File: src/rtl/rpn_stack_ctrl.sv
// Reverse-Polish command sequencer placed in front of a plain stack.
// Operands are pushed directly. Operators pop b, then a, and push a op b.
// The stack has no full/empty flags, so occupancy is tracked here.
module rpn_stack_ctrl #(
  parameter int WIDTH = 18,
  parameter int SIZE  = 1
) (
  input  logic             clk,
  input  logic             reset,
  input  logic             tok_valid,
  output logic             tok_ready,
  input  logic             tok_is_op,
  input  logic [1:0]       tok_op,
  input  logic [WIDTH-1:0] tok_data,
  output logic             stk_push,
  output logic             stk_pop,
  output logic [WIDTH-1:0] stk_data_in,
  input  logic [WIDTH-1:0] stk_top,
  output logic [SIZE:0]    depth,
  output logic             res_valid,
  output logic [WIDTH-1:0] res_data,
  output logic             err_ovf,
  output logic             err_unf
);

  localparam logic [1:0] S_IDLE   = 2'd0;
  localparam logic [1:0] S_POP_B  = 2'd1;
  localparam logic [1:0] S_POP_A  = 2'd2;
  localparam logic [1:0] S_PUSH_R = 2'd3;

  localparam logic [1:0] OP_ADD = 2'b00;
  localparam logic [1:0] OP_SUB = 2'b01;
  localparam logic [1:0] OP_AND = 2'b10;

  localparam logic [SIZE:0] DEPTH_MAX = {1'b1, {SIZE{1'b0}}};
  localparam logic [SIZE:0] ONE       = (SIZE+1)'(1);
  localparam logic [SIZE:0] TWO       = (SIZE+1)'(2);

  logic [1:0]       state_q, state_d;
  logic [SIZE:0]    depth_q, depth_d;
  logic [1:0]       op_q, op_d;
  logic [WIDTH-1:0] res_q, res_d;
  logic [WIDTH-1:0] a_q, b_q;
  logic [WIDTH-1:0] result;
  logic             accept;

  assign tok_ready = (state_q == S_IDLE) & ~reset;
  assign accept    = tok_valid & tok_ready;
  assign depth     = depth_q;
  assign res_data  = res_q;

  // Operator datapath; subtraction wraps modulo 2**WIDTH.
  always_comb begin
    unique case (op_q)
      OP_ADD:  result = a_q + b_q;
      OP_SUB:  result = a_q - b_q;
      OP_AND:  result = a_q & b_q;
      default: result = a_q ^ b_q;
    endcase
  end

  // Next-state, occupancy and stack strobe decode.
  always_comb begin
    // NOTE: every output of this block gets a default first so no latch is inferred.
    state_d     = state_q;
    depth_d     = depth_q;
    op_d        = op_q;
    res_d       = res_q;
    stk_push    = 1'b0;
    stk_pop     = 1'b0;
    stk_data_in = '0;
    res_valid   = 1'b0;
    err_ovf     = 1'b0;
    err_unf     = 1'b0;
    unique case (state_q)
      S_IDLE: begin
        if (accept) begin
          if (!tok_is_op) begin
            if (depth_q < DEPTH_MAX) begin
              stk_push    = 1'b1;
              stk_data_in = tok_data;
              depth_d     = depth_q + ONE;
            end else begin
              err_ovf = 1'b1;
            end
          end else if (depth_q < TWO) begin
            err_unf = 1'b1;
          end else begin
            op_d    = tok_op;
            state_d = S_POP_B;
          end
        end
      end
      S_POP_B: begin
        stk_pop = 1'b1;
        depth_d = depth_q - ONE;
        state_d = S_POP_A;
      end
      S_POP_A: begin
        stk_pop = 1'b1;
        depth_d = depth_q - ONE;
        state_d = S_PUSH_R;
      end
      default: begin
        stk_push    = 1'b1;
        stk_data_in = result;
        res_valid   = 1'b1;
        res_d       = result;
        depth_d     = depth_q + ONE;
        state_d     = S_IDLE;
      end
    endcase
    // Reset aborts whatever is in flight: nothing may reach the stack.
    if (reset) begin
      stk_push    = 1'b0;
      stk_pop     = 1'b0;
      stk_data_in = '0;
      res_valid   = 1'b0;
      err_ovf     = 1'b0;
      err_unf     = 1'b0;
    end
  end

  // Control state, occupancy, latched operator and held result.
  always_ff @(posedge clk) begin
    // NOTE: sequential state uses non-blocking assignments so all registers update together.
    if (reset) begin
      state_q <= S_IDLE;
      depth_q <= '0;
      op_q    <= OP_ADD;
      res_q   <= '0;
    end else begin
      state_q <= state_d;
      depth_q <= depth_d;
      op_q    <= op_d;
      res_q   <= res_d;
    end
  end

  // Operand capture from the stack top while popping.
  always_ff @(posedge clk) begin
    // NOTE: a/b are pure datapath, always written before being read, so they carry no reset.
    if (state_q == S_POP_B) b_q <= stk_top;
    if (state_q == S_POP_A) a_q <= stk_top;
  end

endmodule

File: config.mk
export PLATFORM = sky130hd
export DESIGN_NAME = rpn_stack_ctrl
export DESIGN_NICKNAME = d
export VERILOG_FILES = /design/src/rtl/rpn_stack_ctrl.sv
export SDC_FILE = /design/constraint.sdc
export NUM_CORES = 1
export LEC_CHECK = 0
export ABC_AREA = 1
export CORE_ASPECT_RATIO = 1.5
export CORE_MARGIN = 2
export CORE_UTILIZATION = 45
export CTS_CLUSTER_SIZE = 20
export DETAILED_ROUTE_END_ITERATION = 7
export PLACE_DENSITY = 0.81
export SYNTH_ARGS = -nofsm -noshare
export SYNTH_HDL_FRONTEND = slang
export SYNTH_SLANG_ARGS = --single-unit
File: constraint.sdc
create_clock -name clk -period 8.2 [get_ports clk]
set_clock_uncertainty 0.1 [all_clocks]
set_input_delay 1.64 -clock clk [delete_from_list [all_inputs] [get_ports clk]]
set_output_delay 1.64 -clock clk [all_outputs]
set_load 0.005 [all_outputs]
After elaboration in Yosys (flattened, before gate mapping). Cells that the tools add are included.

Word-level logic and storage cells: 65. Output and inout bits: 44. Register bits: 60. Bits of input ports: 42.

Reductions and logical operators: 7. $lt $le $gt $ge: 1. Bitwise gates (word level): 6. Add/subtract/negate cells: 4. Eq/ne operators: 9. Mux-type cells: 32.

Operators by type and width (number): two-way mux 18 bit (4); one-hot mux 18 bit (3 select lines) (1); one-hot mux 18 bit (2 select lines) (1); adder 18 bit (1); AND 18 bit (1); subtractor 18 bit (1); bitwise XOR 18 bit (1); two-way mux 1 bit (17); two-way mux 2 bit (6); != test 2 bit, second input constant (4); one-hot mux 2 bit (3 select lines) (1); AND reduction 3 bit (2); == test 2 x 1 -> 1 bit, second input constant (2); == test 2 bit, second input constant (2); zero test 2 bit (2); one-hot mux 2 bit (2 select lines) (1); AND reduction 4 bit (1); OR reduction 3 bit (1); adder 2 x 1 -> 2 bit, second input constant (1); AND 1 bit (2); < comparator 2 bit, second input constant (1); != test 2 x 1 -> 1 bit, second input constant (1); NOT 1 bit (2); one-hot mux 1 bit (2 select lines) (1); other kinds (2) (2).

Longest topological paths before layout.
Depth after elaboration: 6. Gate-level depth with buffers: 23. Mapped depth without buffers: 23.

Worst setup path before layout. OpenSTA, ideal clock, no wires.

Path kind: in2out. From: in reset. To: out stk_data_in[10]. Data arrival time: 2.431 ns. Required time: 6.460 ns. Slack: 4.029 ns. Stages on the path: 8. Path buffers: 1. Cell sequence: nor2_4 nand2_2 nor3_2 buf_4 nand2_1 nand2_1 nand2_1 a21oi_1.

Cells in the longest elaborated chain, start to end: 6.

RTL lines: start, declared (line 9) `input logic reset,`; NOT 1 bit (line 47) `assign tok_ready = (state_q == S_IDLE) & ~reset;`; AND 1 bit (line 47); AND 1 bit (line 48) `assign accept = tok_valid & tok_ready;`; two-way mux 18 bit (line 77) `if (accept) begin`; one-hot mux 18 bit (2 select lines) (line 75) `unique case (state_q)`; two-way mux 18 bit * (line 114) `if (reset) begin`; end, declared (line 17) `output logic [WIDTH-1:0] stk_data_in,`.

Every way passes the cells marked *; elsewhere a longest branch is shown, timed or not.

Worst setup path in the final report.
From: in reset. To: out stk_data_in[4].

The elaborated chain is that of the path after synthesis.

==> reports/metrics.csv <==
stage,metric,value,unit
critical_path,cp.arrival,4790,ps
clock_tree,cts_setup_buffers,0,
clock_tree,clk_pin_slew,50,ps
yosys,ys_warn_count,0,
yosys,ys_ff_latch,60,
critical_path,start_kind,input pin,
min_path,min_from,depth[0]$_SDFFE_PP0P_,
critical_path,crit_type,in2out,
clock_tree,htreeDepth,3,
pwr,ir_drop,0.119,mV
yosys,netlist_instances,587,
timing,fin_crit_sh,79.6,%
cells_and_area,n_antenna_cell,0,
timing,max_clock_freq,0.153,GHz
yosys,avgSynthCellArea,7.71,µm²
grt,grt_pass1_wl,19300,µm
timing,setup_viol,0,
clock_tree,cts_tree,done,
floorplanning,die_h,127,µm
place,gp_congestion,0.875,
detailed_routing,route.detailed.drc,0,
timing,relSlewSlack,20.1,%
timing,tightest_slew,1190,ps
detailed_routing,drt_iter0_markers,207,
detailed_routing,avgRoutedWirePerCell,15.3,µm
grt,gr-total-overflow,0,
timing,fin_tns_setup,0,ps
yosys,async_reset_ff_share,0,%
pwr,p_per_area,241,nW/µm²
yosys,ys_seq_area_share,34.5,%
cells_and_area,fillers,915,
floorplanning,die_w,85.9,µm
critical_path,crit_fanout,21,
floorplanning,ioPinCount,86,
floorplanning,rows,44,
grt,grt_usage,22.6,%
critical_path,critPathLaunch,reset,
timing,grt_setup_unrepaired,no,
cells_and_area,area_delta_synth_final,25.0,%
floorplanning,core,9740,µm²
place,dp.cells,769,
clock_tree,cts_buffers,9,
yosys,yosys_most_used_dff,edfxtp_1,
clock_tree,cts_max_path_buffers,2,
clock_tree,postCtsResizedCells,0,
yosys,synthesis.area,4530,µm²
detailed_routing,drt-total-wl,12000,µm
floorplanning,start_util,46.5,%
pwr,p_leak,0.00258,µW
detailed_routing,final_antenna_net_count,0,
critical_path,crit_required,6460,ps
grt,grt_max_degree,37,
timing,hold_violations,0,
place,dp.final_hpwl,9380,µm
grt,grt_pass1_vias,4152,
yosys,synth-edff-count,36,
cells_and_area,regArea,1560,µm²
place,port-buffer-count,85,
timing,slew_viol_final,0,
clock_tree,cts.sinks,60,
cells_and_area,multi_input_area,2510,µm²
cells_and_area,drive_gt1_share,8.07,%
cells_and_area,nets,749,
cells_and_area,final_core_util,58.1,%
critical_path,endpoint_kind,output pin,
grt,antenna_found_initial,0,
critical_path,r2r_start,op_q[1]$_SDFFE_PP0P_,
timing,fin_crit,6530,ps
clock_tree,clock_tree.root_cell,clkbuf_16,
status,outcome,completed,
cells_and_area,stdcell_count,784,
detailed_routing,firstDrtPassIters,5,
detailed_routing,via_per_inst,5.29,
pwr,p_total,1360,µW
yosys,syn-num-nets,671,
clock_tree,postCtsHoldBufs,0,
detailed_routing,vias,4144,
min_path,min_path_type,reg2reg,
clock_tree,insertion_delay,330,ps
yosys,netlist-cell-type-count,44,
flow_run,maxCapViolCount,0,
floorplanning,die_area,10900,µm²
## Yosys cell counts (2+ instances only)
cell type / number / share of area [%]
a211oi_1: 3 / 0.50
a21oi_1: 49 / 5.4
a21oi_2: 3 / 0.58
a22o_1: 6 / 1.2
and2_1: 2 / 0.28
buf_2: 2 / 0.22
buf_4: 3 / 0.50
buf_6: 4 / 0.99
clkbuf_1: 8 / 0.66
dfxtp_1: 24 / 11
edfxtp_1: 36 / 24
ha_1: 41 / 11
inv_1: 86 / 7.1
inv_2: 5 / 0.41
nand2_1: 111 / 9.2
nand2_2: 17 / 2.3
nand3_1: 32 / 3.5
nand3_2: 7 / 1.5
nand3b_1: 2 / 0.33
nand4_1: 2 / 0.28
nor2_1: 50 / 4.1
nor2_2: 3 / 0.41
nor2_4: 2 / 0.50
nor3_1: 4 / 0.44
o211ai_1: 2 / 0.33
o21ai_0: 26 / 2.9
o21ai_1: 5 / 0.55
o21bai_1: 8 / 1.3
o221ai_1: 4 / 0.77
o22ai_1: 8 / 1.1
xnor2_1: 4 / 0.77
xor2_1: 16 / 3.1
## worst max-delay path, cell delays in order
cell	delay [ps]
clkdlybuf4s50_1	870
nor2_4	300
nand2_2	100
nor3_2	900
a21oi_1	170
a211oi_1	240
clkdlybuf4s50_1	570
## worst paths after layout
kind	endpoint	slack (ps)	depth (start not counted)
setup / recovery	stk_data_in[4]	1670	7
setup reg to reg	res_data[11]$_SDFFE_PP0N_	4760	14
hold reg to reg	depth[0]$_SDFFE_PP0P_	430	2
hold / removal	depth[0]$_SDFFE_PP0P_	430	2
## routing by layer
metal  vias to the layer above  track usage [%]  wire, µm
li1                       2095                -         -
met4                         0             9.06       226
met1                      1924             25.7      5010
met2                       105             41.1      6280
met3                        20             3.84       473
met5                         -                0         0
## stage by stage
stage	instance area (µm²)	hold slack (ps)	worst slack, ps
2_1_floorplan	4530	389	4030
3_3_place_gp	5410	396	1800
3_5_place_dp	5410	407	1670
4_1_cts	5660	415	1660
5_1_grt	5660	462	1370
6_report	5660	426	1670
## power breakdown
group / internal (µW) / switching [µW] / total (µW)
combinational: 245 / 377 / 622
sequential: 383 / 36.5 / 419
clock: 197 / 125 / 322
total: 825 / 539 / 1360
## layout make-up
cell class                 instances  share of cell area (%)
clock inverter                     5                   0.354
tap                              115                    2.54
clock buffer                      10                    4.05
inverter                          92                    6.15
sequential                        60                    27.6
multi-input combinational        417                    44.3
timing repair buffer              85                    15.0
## placed cells by master (no fill, tap or decap), drive strengths merged
cell type	instances
a21oi	52
clkdlybuf4s50	85
clkbuf	10
a31oi	1
o211ai	2
or2	1
nor2	55
xnor2	4
a31o	1
o22ai	8
o21ai	31
nor3	5
nand4	3
dfxtp	24
ha	41
clkinv	5
xor2	16
nand3	39
inv	92
edfxtp	36
o221ai	4
and2	2
nor4	1
a21boi	1
o21bai	9
nand3b	2
a22o	6
a211oi	3
fa	1
nand2	129
## registers in the layout, indices dropped and copies added (netlist names)
signal,flops
state_q,2
res_data,18
a_q,18
op_q,2
depth,2
b_q,18
## cells by family (layout without fill, tap and decap cells)
group	Yosys count	count (layout)	synth area share, %
compound gates	118	118	15.7
fa+ha+maj	42	42	11.8
buf+inv	110	192	10.1
flops	60	60	34.5
xor+xnor	20	20	3.87
simple gates	237	237	24.0
Note: power is estimated with default switching activity, not from simulation.
